File: src/rtl/button_debouncer_multi.sv
// Multi-channel push-button conditioner: per channel a synchroniser, a
// consecutive-sample debouncer, a clean level, single-cycle press/release
// strobes and an optional hold-to-repeat strobe.
//
// Ports:
//   clk        system clock, all state on the rising edge
//   rst_n      asynchronous active-low reset
//   i_button   raw asynchronous pin levels (polarity per INVERT)
//   o_level    debounced level, 1 = pressed
//   o_press    1-cycle strobe on an accepted 0->1
//   o_release  1-cycle strobe on an accepted 1->0
//   o_repeat   1-cycle auto-repeat strobe while held
module button_debouncer_multi #(
    parameter int unsigned          CHANNELS        = 4,
    parameter int unsigned          DEBOUNCE_CYCLES = 4,
    parameter int unsigned          SYNC_STAGES     = 2,
    parameter logic [CHANNELS-1:0]  INVERT          = '0,
    parameter bit                   REPEAT_EN       = 1'b1,
    parameter int unsigned          HOLD_CYCLES     = 10,
    parameter int unsigned          REPEAT_CYCLES   = 3
) (
    input  logic                clk,
    input  logic                rst_n,
    input  logic [CHANNELS-1:0] i_button,
    output logic [CHANNELS-1:0] o_level,
    output logic [CHANNELS-1:0] o_press,
    output logic [CHANNELS-1:0] o_release,
    output logic [CHANNELS-1:0] o_repeat
);

    localparam int unsigned DB_W     = $clog2(DEBOUNCE_CYCLES + 1);
    localparam int unsigned HOLD_MAX = (HOLD_CYCLES > REPEAT_CYCLES) ? HOLD_CYCLES : REPEAT_CYCLES;
    localparam int unsigned HC_W     = $clog2(HOLD_MAX + 1);

    for (genvar gi = 0; gi < CHANNELS; gi++) begin : g_ch
        logic [SYNC_STAGES-1:0] r_sync;
        logic [DB_W-1:0]        r_db_cnt;
        logic                   r_level;
        logic                   r_press;
        logic                   r_release;
        logic                   w_s;
        logic                   w_diff;
        logic                   w_accept;

        // Polarity fix-up ahead of the synchroniser so everything after sees 1 = pressed
        always_ff @(posedge clk or negedge rst_n) begin
            if (!rst_n) begin
                r_sync <= '0;
            end else begin
                r_sync <= {r_sync[SYNC_STAGES-2:0], i_button[gi] ^ INVERT[gi]};
            end
        end

        assign w_s      = r_sync[SYNC_STAGES-1];
        assign w_diff   = w_s ^ r_level;
        // The count holds the number of prior differing samples, so this is the Nth one
        assign w_accept = w_diff && (r_db_cnt == DB_W'(DEBOUNCE_CYCLES - 1));

        // Debounce counter, level and strobes; any matching sample restarts the count
        always_ff @(posedge clk or negedge rst_n) begin
            if (!rst_n) begin
                r_db_cnt  <= '0;
                r_level   <= 1'b0;
                r_press   <= 1'b0;
                r_release <= 1'b0;
            end else begin
                r_press   <= 1'b0;
                r_release <= 1'b0;
                if (!w_diff) begin
                    r_db_cnt <= '0;
                end else if (w_accept) begin
                    r_db_cnt  <= '0;
                    r_level   <= ~r_level;
                    r_press   <= ~r_level;
                    r_release <= r_level;
                end else begin
                    r_db_cnt <= r_db_cnt + DB_W'(1);
                end
            end
        end

        assign o_level[gi]   = r_level;
        assign o_press[gi]   = r_press;
        assign o_release[gi] = r_release;

        if (REPEAT_EN) begin : g_rpt
            typedef enum logic [1:0] {
                ST_IDLE = 2'd0,
                ST_HOLD = 2'd1,
                ST_RPT  = 2'd2
            } hold_state_t;

            hold_state_t     r_state;
            hold_state_t     w_state_nxt;
            logic [HC_W-1:0] r_hold_cnt;
            logic [HC_W-1:0] w_hold_cnt_nxt;
            logic            r_repeat;
            logic            w_press_acc;
            logic            w_rel_acc;
            logic            w_rpt_fire;

            assign w_press_acc = w_accept & ~r_level;
            assign w_rel_acc   = w_accept &  r_level;

            // State register; the repeat strobe is registered alongside it
            always_ff @(posedge clk or negedge rst_n) begin
                if (!rst_n) begin
                    r_state    <= ST_IDLE;
                    r_hold_cnt <= '0;
                    r_repeat   <= 1'b0;
                end else begin
                    r_state    <= w_state_nxt;
                    r_hold_cnt <= w_hold_cnt_nxt;
                    r_repeat   <= w_rpt_fire;
                end
            end

            // Fire on the last count of the current interval, but never on the release cycle
            always_comb begin
                w_rpt_fire = 1'b0;
                unique case (r_state)
                    ST_HOLD: w_rpt_fire = (r_hold_cnt == HC_W'(HOLD_CYCLES - 1));
                    ST_RPT:  w_rpt_fire = (r_hold_cnt == HC_W'(REPEAT_CYCLES - 1));
                    default: w_rpt_fire = 1'b0;
                endcase
                if (w_rel_acc) begin
                    w_rpt_fire = 1'b0;
                end
            end

            // Next-state and hold counter
            always_comb begin
                w_state_nxt    = r_state;
                w_hold_cnt_nxt = r_hold_cnt;
                unique case (r_state)
                    ST_IDLE: begin
                        w_hold_cnt_nxt = '0;
                        if (w_press_acc) begin
                            w_state_nxt = ST_HOLD;
                        end
                    end
                    ST_HOLD, ST_RPT: begin
                        if (w_rel_acc) begin
                            w_state_nxt    = ST_IDLE;
                            w_hold_cnt_nxt = '0;
                        end else if (w_rpt_fire) begin
                            w_state_nxt    = ST_RPT;
                            w_hold_cnt_nxt = '0;
                        end else begin
                            w_hold_cnt_nxt = r_hold_cnt + HC_W'(1);
                        end
                    end
                    default: begin
                        w_state_nxt    = ST_IDLE;
                        w_hold_cnt_nxt = '0;
                    end
                endcase
            end

            assign o_repeat[gi] = r_repeat;
        end else begin : g_no_rpt
            assign o_repeat[gi] = 1'b0;
        end
    end

endmodule

File: config.mk
export PLATFORM = sky130hd
export DESIGN_NAME = button_debouncer_multi
export DESIGN_NICKNAME = d
export VERILOG_FILES = /design/src/rtl/button_debouncer_multi.sv
export SDC_FILE = /design/constraint.sdc
export NUM_CORES = 1
export LEC_CHECK = 0
export ABC_CLOCK_PERIOD_IN_PS = 2000
export CAP_MARGIN = 10
export CORE_UTILIZATION = 50
export DETAILED_ROUTE_END_ITERATION = 12
export PLACE_DENSITY = 0.71
export SYNTH_ARGS = -nofsm -noshare
export SYNTH_HDL_FRONTEND = slang
export SYNTH_SLANG_ARGS = --single-unit
File: constraint.sdc
create_clock -name clk -period 2 [get_ports clk]
set_input_delay 0.4 -clock clk [delete_from_list [all_inputs] [get_ports clk]]
set_output_delay 0.4 -clock clk [all_outputs]
set_load 0.005 [all_outputs]
# After elaboration in Yosys (flattened, before gate mapping)
# Index checks and enable logic that the tools add are counted.
dict set report totals {
  input_bits 6
  output_inout_bits 16
  ff_bits 60
  elab_cells 164
}
dict set report op_classes {
  n_eq_ne 28
  bitwise 16
  reduce_logical 20
  mux 60
  n_addsub 8
}
# op n
set op_table {}
lappend op_table {{two-way mux 4 bit} 12}
lappend op_table {{two-way mux 2 bit} 12}
lappend op_table {{two-way mux 3 bit} 8}
lappend op_table {{two-way mux 1 bit} 20}
lappend op_table {{adder 4 x 1 -> 4 bit, second input constant} 4}
lappend op_table {{equality test 4 x 2 -> 1 bit, second input constant} 4}
lappend op_table {{equality test 4 bit, second input constant} 4}
lappend op_table {{case mux 2 bit (2 select lines)} 4}
lappend op_table {{AND reduction 2 bit} 8}
lappend op_table {{adder 3 x 1 -> 3 bit, second input constant} 4}
lappend op_table {{equality test 3 x 2 -> 1 bit, second input constant} 4}
lappend op_table {{inequality test 3 bit, second input constant} 4}
lappend op_table {{bitwise AND 1 bit} 8}
lappend op_table {{equality test 2 x 1 -> 1 bit, second input constant} 4}
lappend op_table {{equality test 2 bit, second input constant} 4}
lappend op_table {{zero test 2 bit} 4}
lappend op_table {{inequality test 2 bit, second input constant} 4}
lappend op_table {{case mux 1 bit (2 select lines)} 4}
lappend op_table {{OR reduction 2 bit} 4}
lappend op_table {{logical AND 1 bit} 4}
lappend op_table {{inverter 1 bit} 4}
lappend op_table {{XOR 1 bit} 4}

# Longest topological paths before layout
# Gate-level depths: netlist of the first run.
dict set report logic_depth {
  depth_word 7
  mapped_depth 6
}

# Worst setup path before layout of the first run
# No wires, ideal clock.
dict set report synth_timing {
  path_kind {reg-to-reg}
  startpoint {register g_ch[1].g_rpt.r_state[0]}
  endpoint {register g_ch[1].g_rpt.r_state[0]}
  period_less_slack_ns 1.407
  path_stages_with_launch 7
  t_arrival_ns 1.313
  setup_slack_ns 0.593
  setup_ns 0.094
  cell_sequence {dfrtp_1 inv_1 ha_1 and4bb_1 o21ai_4 nand2b_4 a221oi_2}
}
dict set report synth_via {
  elab_chain_cells 5
  elab_cells_between_ends 10
  cone_classes {eq/ne (4); mux (3); reduce/logical (3)}
}
# element line_no
set synth_lines {}
lappend synth_lines {{start, declared} 93} ;# hold_state_t r_state;
lappend synth_lines {{start signal, assigned} 112} ;# r_state <= w_state_nxt;
lappend synth_lines {{equality test 2 bit or equality test 2 x 1 -> 1 bit (tied branches)} {121, 135}}
lappend synth_lines {{case mux 1 bit (2 select lines)} 121} ;# unique case (r_state)
lappend synth_lines {{two-way mux 1 bit} 126} ;# if (w_rel_acc) begin
lappend synth_lines {{inequality test 3 bit (no line)} n/a}
lappend synth_lines {{AND reduction 2 bit (no line)} n/a}
# Parallel ways exist; a longest one is shown, timed or not.
# A chain may end at the register's enable or synchronous reset.

# Worst setup path in the final report of the first run
dict set report layout_timing {
  startpoint {register g_ch[1].r_level}
  endpoint {output port o_level[1]}
}
# element line_no
set layout_rtl {}
lappend layout_rtl {{start, declared} 38} ;# logic r_level;
lappend layout_rtl {{start signal, assigned} 73} ;# r_level <= ~r_level;
lappend layout_rtl {{end, declared} 25} ;# output logic [CHANNELS-1:0] o_level,
# No word-level cell between the ends.

==> metrics.md, run 1 <==
| Metric | Value |
|---|---|
| RSZ-0062 raised after global routing | `no` |
| Die area | `roughly 6000 um2` |
| CTS Sinks | `60` |
| Synthesized Nets | `244` |
| Largest net degree at the start of global routing | `43` |
| Crit path launch type | `flip-flop` |
| Final HPWL DP | `2730 um` |
| Diode count | `0` |
| Final instance area | `3280 um2` |
| Nets | `261` |
| Clock root cell | `clkbuf_8` |
| Hold buffers post-CTS | `0` |
| Total setup buffers inserted after CTS | `0` |
| Critical setup path kind | `reg2out` |
| Async set-reset flop share out of synthesis | `100%` |
| Worst hold path type | `in2async` |
| CP Max Fanout | `5` |
| Via Count | `1550` |
| DRC Markers | `0` |
| CTS Buf Count | `9` |
| CP top delay family | `buffers and inverters` |
| Layout area overhead | `15.7%` |
| Primary FF master, synth | `dfrtp_1` |
| Register area share after synthesis | `approximately 53%` |
| Wire length per cell | `12.4 um` |
| Clock buffer depth | `2` |
| Fin util | `59.9%` |
| Leak | `~1.6 nW` |
| H-tree levels | `3` |
| Total global-route track usage | `15.4%` |
| Data required, critical path | `1.60 ns` |
| Ys Warns | `0` |
| DR vias/cell | `4.91` |
| Setup-failing EPs final | `0` |
| GP Congestion | `0.753` |
| Final clock skew | `around 0.0064 ns` |
| Sw frac | `28.8%` |
| Slew margin rel. | `about 69%` |
| Switching pwr | `around 0.0012 W` |
| Chip width | `77.3 um` |
| Crit path max-delay cell type | `clkdlybuf4s50_1` |
| Hold Vio Cnt, Final | `0` |
| Worst-Skew Late Latency | `0.33 ns` |
| Layout cells sized above 1 | `between 15 and 20%` |
| Antenna violations before repair | `0` |
| Synth unique cells | `24` |
| Number of port buffers | `21` |
| P_int | `0.00295 W` |
| Cell Area, Synth | `about 2800 um2` |
| Pins over their slew limit | `0` |
| Resized Gates After CTS | `0` |
| Crit path capture type | `output port` |
| Worst EP arrival | `approximately 1.3 ns` |
| Flops & latches, synth | `60` |
| Outcome | `finished clean` |
| Worst-margin pin slew | `0.467 ns` |
| Seq pwr share | `40.6%` |
| First-pass GRT wire length | `roughly 6900 um` |
| Setup ws final | `0.326 ns` |
| Die Y | `77.3 um` |
| CTS tree | `done` |
| DR iter-0 viols | `83` |
| I/O Pins | `22` |
| Final min period | `1.67 ns` |
| 1st-pass router iterations | `4` |
| Worst VDD drop | `0.718 mV` |
| Crit path largest cell delay | `0.53 ns` |
| Combinational share of power | `27.1%` |
| Dpl cell area | `3030 um2` |
| Syn Area/Cell | `12.8 um2` |
| CTS clk-pin slew, worst paths | `0.06 ns` |
| Setup_tns | `0 ns` |
| Initial core utilization | `51.8%` |
| Fmax | `597 MHz` |
| Buffers and inverters on the worst path | `1` |
| Post-synth EDFFs | `0` |
| Routed Antenna Nets | `0` |
| Clock Power Share | `between 30% and 40%` |
| CP cell instances | `clkdlybuf4s50_1` |
| Place WS | `0.482 ns` |
| Period utilisation layout | `83.7%` |
| DRT Wirelength | `3920 um` |
| Post-Syn Instances | `approximately 220` |
| PwrDens | `1260 nW/um2` |
| Core area | `5470 um2` |
| Vias in the first global route | `approximately 1600` |
| GR Overflow Total | `0` |
| Num rows | `27` |
| # Max-Cap Violations | `0` |
==> cell type report <==
class | count | area [um2]
fillers | 465 | 2190
flip-flops and latches | 60 | 1500
multi-input cells | 129 | 1150
repair buffers | 22 | 225
clock buffers | 12 | 155
clock inverters | 4 | 95.1
well taps | 72 | 90.1
inverters | 17 | 63.8
==> power by group through the flow <==
stage	clock (W)	combinational, W	sequential [W]
floorplan	0	0.000936	0.00165
global placement	0	0.00111	0.00170
detailed placement	0	0.00113	0.00171
CTS	0.00138	0.00114	0.00168
global route	0.00144	0.00128	0.00172
finish	0.00134	0.00112	0.00168
==> routing by layer <==
metal	vias to the layer above	routed length, um	GRT usage (%)
li1	770	-	-
met1	758	1850	18.7
met2	18	1920	23.9
met3	4	121	5.83
met4	0	29	7.36
met5	-	0	0
==> cell usage in the layout (no fill, tap or decap) <==
| cell | instances |
|---|---|
| clkbuf_8 | 11 |
| and4bb_4 | 4 |
| and4bb_2 | 3 |
| nor3_1 | 4 |
| buf_2 | 1 |
| and4bb_1 | 7 |
| clkinv_2 | 1 |
| nand3_1 | 4 |
| nand2b_4 | 8 |
| buf_12 | 1 |
| mux2_2 | 4 |
| clkdlybuf4s50_1 | 20 |
| inv_1 | 17 |
| nor2_1 | 29 |
| clkbuf_1 | 1 |
| a22oi_1 | 4 |
| or2b_1 | 1 |
| bufinv_16 | 3 |
| ha_1 | 16 |
| o21ai_4 | 4 |
| xnor2_1 | 8 |
| xor2_1 | 4 |
| o21ai_1 | 1 |
| nor4bb_4 | 1 |
| and2b_1 | 3 |
| a221oi_2 | 4 |
| nand2b_1 | 8 |
| dfrtp_1 | 60 |
| nor3b_1 | 6 |
| nor2b_1 | 6 |
==> final timing paths <==
kind / from / end / slack [ns] / cells after the start
max: g_ch[1].r_level / o_level[1] / 0.33 / 1
min: rst_n / g_ch[1].r_release / 0.02 / 1
max reg2reg: g_ch[1].g_rpt.r_state[0] / g_ch[1].g_rpt.r_state[0] / 0.45 / 6
min reg2reg: g_ch[1].r_sync[0] / g_ch[1].r_sync[1] / 0.35 / 0
max in group asynchronous: rst_n / g_ch[3].r_release / 1.40 / 2
min in group clk: g_ch[1].r_sync[0] / g_ch[1].r_sync[1] / 0.35 / 0
==> state kept, by name, indices dropped and copies added (netlist names) <==
name / flops
g_ch.g_rpt.r_repeat: 4
g_ch.g_rpt.r_hold_cnt: 16
g_ch.r_sync: 8
g_ch.r_press: 4
g_ch.r_release: 4
g_ch.r_db_cnt: 12
g_ch.g_rpt.r_state: 8
g_ch.r_level: 4
==> cells in the mapped netlist, types with 6 or more instances <==
master     n  area [um2]
and4bb_1   7        87.6
buf_4     16         120
dfrtp_1   60        1500
ha_1      16         200
inv_1     17        63.8
nand2b_1   8        50.1
nand2b_4   8         110
nor2_1    29         109
nor2b_1    6        37.5
nor3b_1    6        45.0
xnor2_1    8        70.1
==> stage by stage <==
stage	hold slack [ns]	std cells	total power, W
4_1_cts	0.00952	316	0.00421
3_5_place_dp	0.337	300	0.00283
2_1_floorplan	0.104	222	0.00259
3_3_place_gp	0.332	300	0.00280
6_report	0.0219	316	0.00415
5_1_grt	0.0320	316	0.00445
==> logic make-up after synthesis <==
logic type	Yosys count	share of synthesized area (%)
flip-flops	60	53.0
AO/OA/AOI/OAI	13	5.65
multiplexers	4	1.59
buffers and inverters	33	6.49
AND/OR/NAND/NOR	84	22.5
XOR/XNOR	12	3.71
adder cells (fa/ha/maj)	16	7.07
Power figures use the tool's default switching activity.
==> run 2: changes to the inputs <==
--- a/config.mk
+++ b/config.mk
@@ -5,7 +5,7 @@
 export SDC_FILE = /design/constraint.sdc
 export NUM_CORES = 1
 export LEC_CHECK = 0
-export ABC_CLOCK_PERIOD_IN_PS = 2000
+export ABC_CLOCK_PERIOD_IN_PS = 1650
 export CAP_MARGIN = 10
 export CORE_UTILIZATION = 50
 export DETAILED_ROUTE_END_ITERATION = 12
==> constraint.sdc (replaced) <==
create_clock -name clk -period 1.65 [get_ports clk]
set_input_delay 0.33 -clock clk [delete_from_list [all_inputs] [get_ports clk]]
set_output_delay 0.33 -clock clk [all_outputs]
set_load 0.005 [all_outputs]
==> run 2 against run 1 <==
Net effect: sequential power up 20%; die area did not move; flip-flop and latch count unchanged; sequential share of layout area is 0.21 points lower; clock skew is 0.0053 ns higher; critical path type unchanged; largest cell class unchanged.
==> metrics.md, run 2 (synthesis gave the netlist of run 1 again) <==
| Metric | Value |
|---|---|
| Reg-to-Reg End | `g_ch[3].g_rpt.r_state[0]` |
| Layout cells sized above 1 | `20.6% (+2.2 points)` |
| # Max-Cap Violations | `0 (unchanged)` |
| Hold Path Depth | `0` |
| Hold Path End | `g_ch[0].r_sync[1]` |
| Number of port buffers | `21 (unchanged)` |
| Pins over their slew limit | `0 (unchanged)` |
| Max FFs per register | `16 (unchanged)` |
| Biggest register | `g_ch.g_rpt.r_hold_cnt` |
| Crit. path cell count | `1 (unchanged)` |
| Worst reg2reg startpoint | `g_ch[3].g_rpt.r_state[0]` |
| Buffers and inverters on the worst path | `1 (unchanged)` |
| Most frequent cells in the layout | `60 x dfrtp_1, 29 x nor2_1, 20 x clkdlybuf4s50_1` |
| Total global-route track usage | `16.0% (+0.63 points)` |
| Final clock skew | `0.0117 ns (+0.00530 ns)` |
| Die area | `5970 um2 (unchanged)` |
| Slew margin rel. | `68.6% (-0.28 points)` |
| Routed Antenna Nets | `0 (unchanged)` |
| CTS Buf Count | `9 (unchanged)` |
| Clock root cell | `clkbuf_8` |
| Worst VDD drop | `0.715 mV (-0.50%)` |
| Crit path max-delay cell type | `clkdlybuf4s50_1` |
| Wire length per cell | `12.5 um (+0.89%)` |
| Power Total | `0.00483 W (+17%)` |
| Dpl cell area | `3040 um2 (+0.50%)` |
| Via Count | `1600 (+3.2%)` |
| CTS clk-pin slew, worst paths | `0.07 ns (about the same)` |
| Outcome | `finished clean` |
| DR vias/cell | `4.94 (+0.68%)` |
| Crit path launch type | `flip-flop` |
| Resized Gates After CTS | `0 (unchanged)` |
| Layout area overhead | `16.3%` |
| DRC Markers | `0 (unchanged)` |
| DR iter-0 viols | `52 (-37%)` |
| Largest net degree at the start of global routing | `22 (-49%)` |
| 1st-pass router iterations | `3 (-1)` |
| Final min period | `1.58 ns` |
| Worst-margin pin slew | `0.472 ns (+0.00427 ns)` |
| Die Y | `77.3 um (unchanged)` |
| Final instance area | `3290 um2 (+0.46%)` |
| CTS tree | `done` |
| Critical setup path kind | `reg2out` |
| PwrDens | `1470 nW/um2 (+16%)` |
| Fmax | `634 MHz` |
| Antenna violations before repair | `0 (unchanged)` |
| GR Overflow Total | `0 (unchanged)` |
| Worst EP arrival | `1.25 ns (-0.02 ns)` |
| Crit path largest cell delay | `0.52 ns (about the same)` |
| GP Congestion | `0.756 (+0.45%)` |
| Vias in the first global route | `1612 (+3.9%)` |
| Num rows | `27 (unchanged)` |
| CP cell instances | `clkdlybuf4s50_1` |
| First-pass GRT wire length | `7180 um (+4.0%)` |
| Largest registers | `g_ch.g_rpt.r_hold_cnt (16), g_ch.r_db_cnt (12)` |
| Reg2Reg Depth | `6 (unchanged)` |
| Setup-failing EPs final | `0 (unchanged)` |
| RSZ-0062 raised after global routing | `no` |
| Setup_tns | `0 ns (unchanged)` |
| Leak | `1.57 nW (+0.89%)` |
| Nets | `269 (+3.1%)` |
| Flop-to-flop setup slack | `0.11 ns (-0.34 ns)` |
| I/O Pins | `22 (unchanged)` |
| Final HPWL DP | `2880 um (+5.5%)` |
| Period utilisation layout | `95.7%` |
| Core area | `5470 um2 (unchanged)` |
| Hold WS | `0.348 ns (+0.326 ns)` |
| Clock buffer depth | `2 (unchanged)` |
| Worst-Skew Late Latency | `0.34 ns (about the same)` |
| CTS Sinks | `60 (unchanged)` |
| DRT Wirelength | `4060 um (+3.4%)` |
| H-tree levels | `3 (unchanged)` |
| Initial core utilization | `51.8% (unchanged)` |
| Chip width | `77.3 um (unchanged)` |
| Crit path capture type | `output port` |
| Hold Crit Start | `g_ch[0].r_sync[0]` |
| Diode count | `0 (unchanged)` |
| Hold Vio Cnt, Final | `0 (unchanged)` |
| Worst hold path type | `reg2reg` |
| Commonest non-fill, non-tap cell in the layout | `dfrtp_1` |
| Fin util | `60.2% (+0.27 points)` |
| CP top delay family | `buffers and inverters` |
| CP Max Fanout | `4 (-1)` |
| Data required, critical path | `1.32 ns (-0.28 ns)` |
[run 2: changes by cell type in the layout (fill, tap and decap cells not counted)]
cell / previous run / this run
clkinv_2: 1 / 2
clkinvlp_4: 0 / 1
dlygate4sd3_1: 0 / 1
buf_4: 0 / 7
bufinv_16: 3 / 1
[run 2: layer usage]
| metal | vias up | share of wire [%] | GRT usage (%) |
|---|---|---|---|
| met1 | 793 | 47 | 19.9 |
| met3 | 8 | 3.7 | 5.95 |
| li1 | 782 | - | - |
| met2 | 17 | 47 | 24.2 |
| met5 | - | 0 | 0 |
| met4 | 0 | 2.1 | 8.49 |
[run 2: area by class of cell]
type	instances	area (um2)
Fill cell	471	2180
Sequential cell	60	1500
Multi-Input combinational cell	129	1150
Timing Repair Buffer	30	288
Clock buffer	12	155
Tap cell	72	90.1
Inverter	17	63.8
Clock inverter	4	47.5
[run 2: what timing repair did]
item	4_1_cts	5_1_grt
setup endpoints to repair	0	5
hold buffers	1	0
endpoints found under the hold margin	18	0
setup buffers	0	5
[run 2: metrics by stage]
step,instances,setup WS [ns]
detailed placement,302,0.102
floorplan,222,0.243
CTS,319,0.0350
global placement,302,0.136
global route,324,0.0116
finish,324,0.0717
[run 2: where the power goes]
group / switching, W / internal, W
Combinational: 0.000699 / 0.000798
Sequential: 0.000240 / 0.00177
Clock: 0.000546 / 0.000775
Total: 0.00148 / 0.00335
[run 2: worst max path at each step]
stage                                         from                        to
after floorplan           g_ch[1].g_rpt.r_state[0]  g_ch[1].g_rpt.r_state[0]
final                              g_ch[3].r_level                o_level[3]
after global placement    g_ch[0].g_rpt.r_state[0]  g_ch[0].g_rpt.r_state[0]
after CTS                          g_ch[2].r_level                o_level[2]
after detailed placement  g_ch[2].g_rpt.r_state[0]  g_ch[2].g_rpt.r_state[0]
after global routing               g_ch[3].r_level                o_level[3]
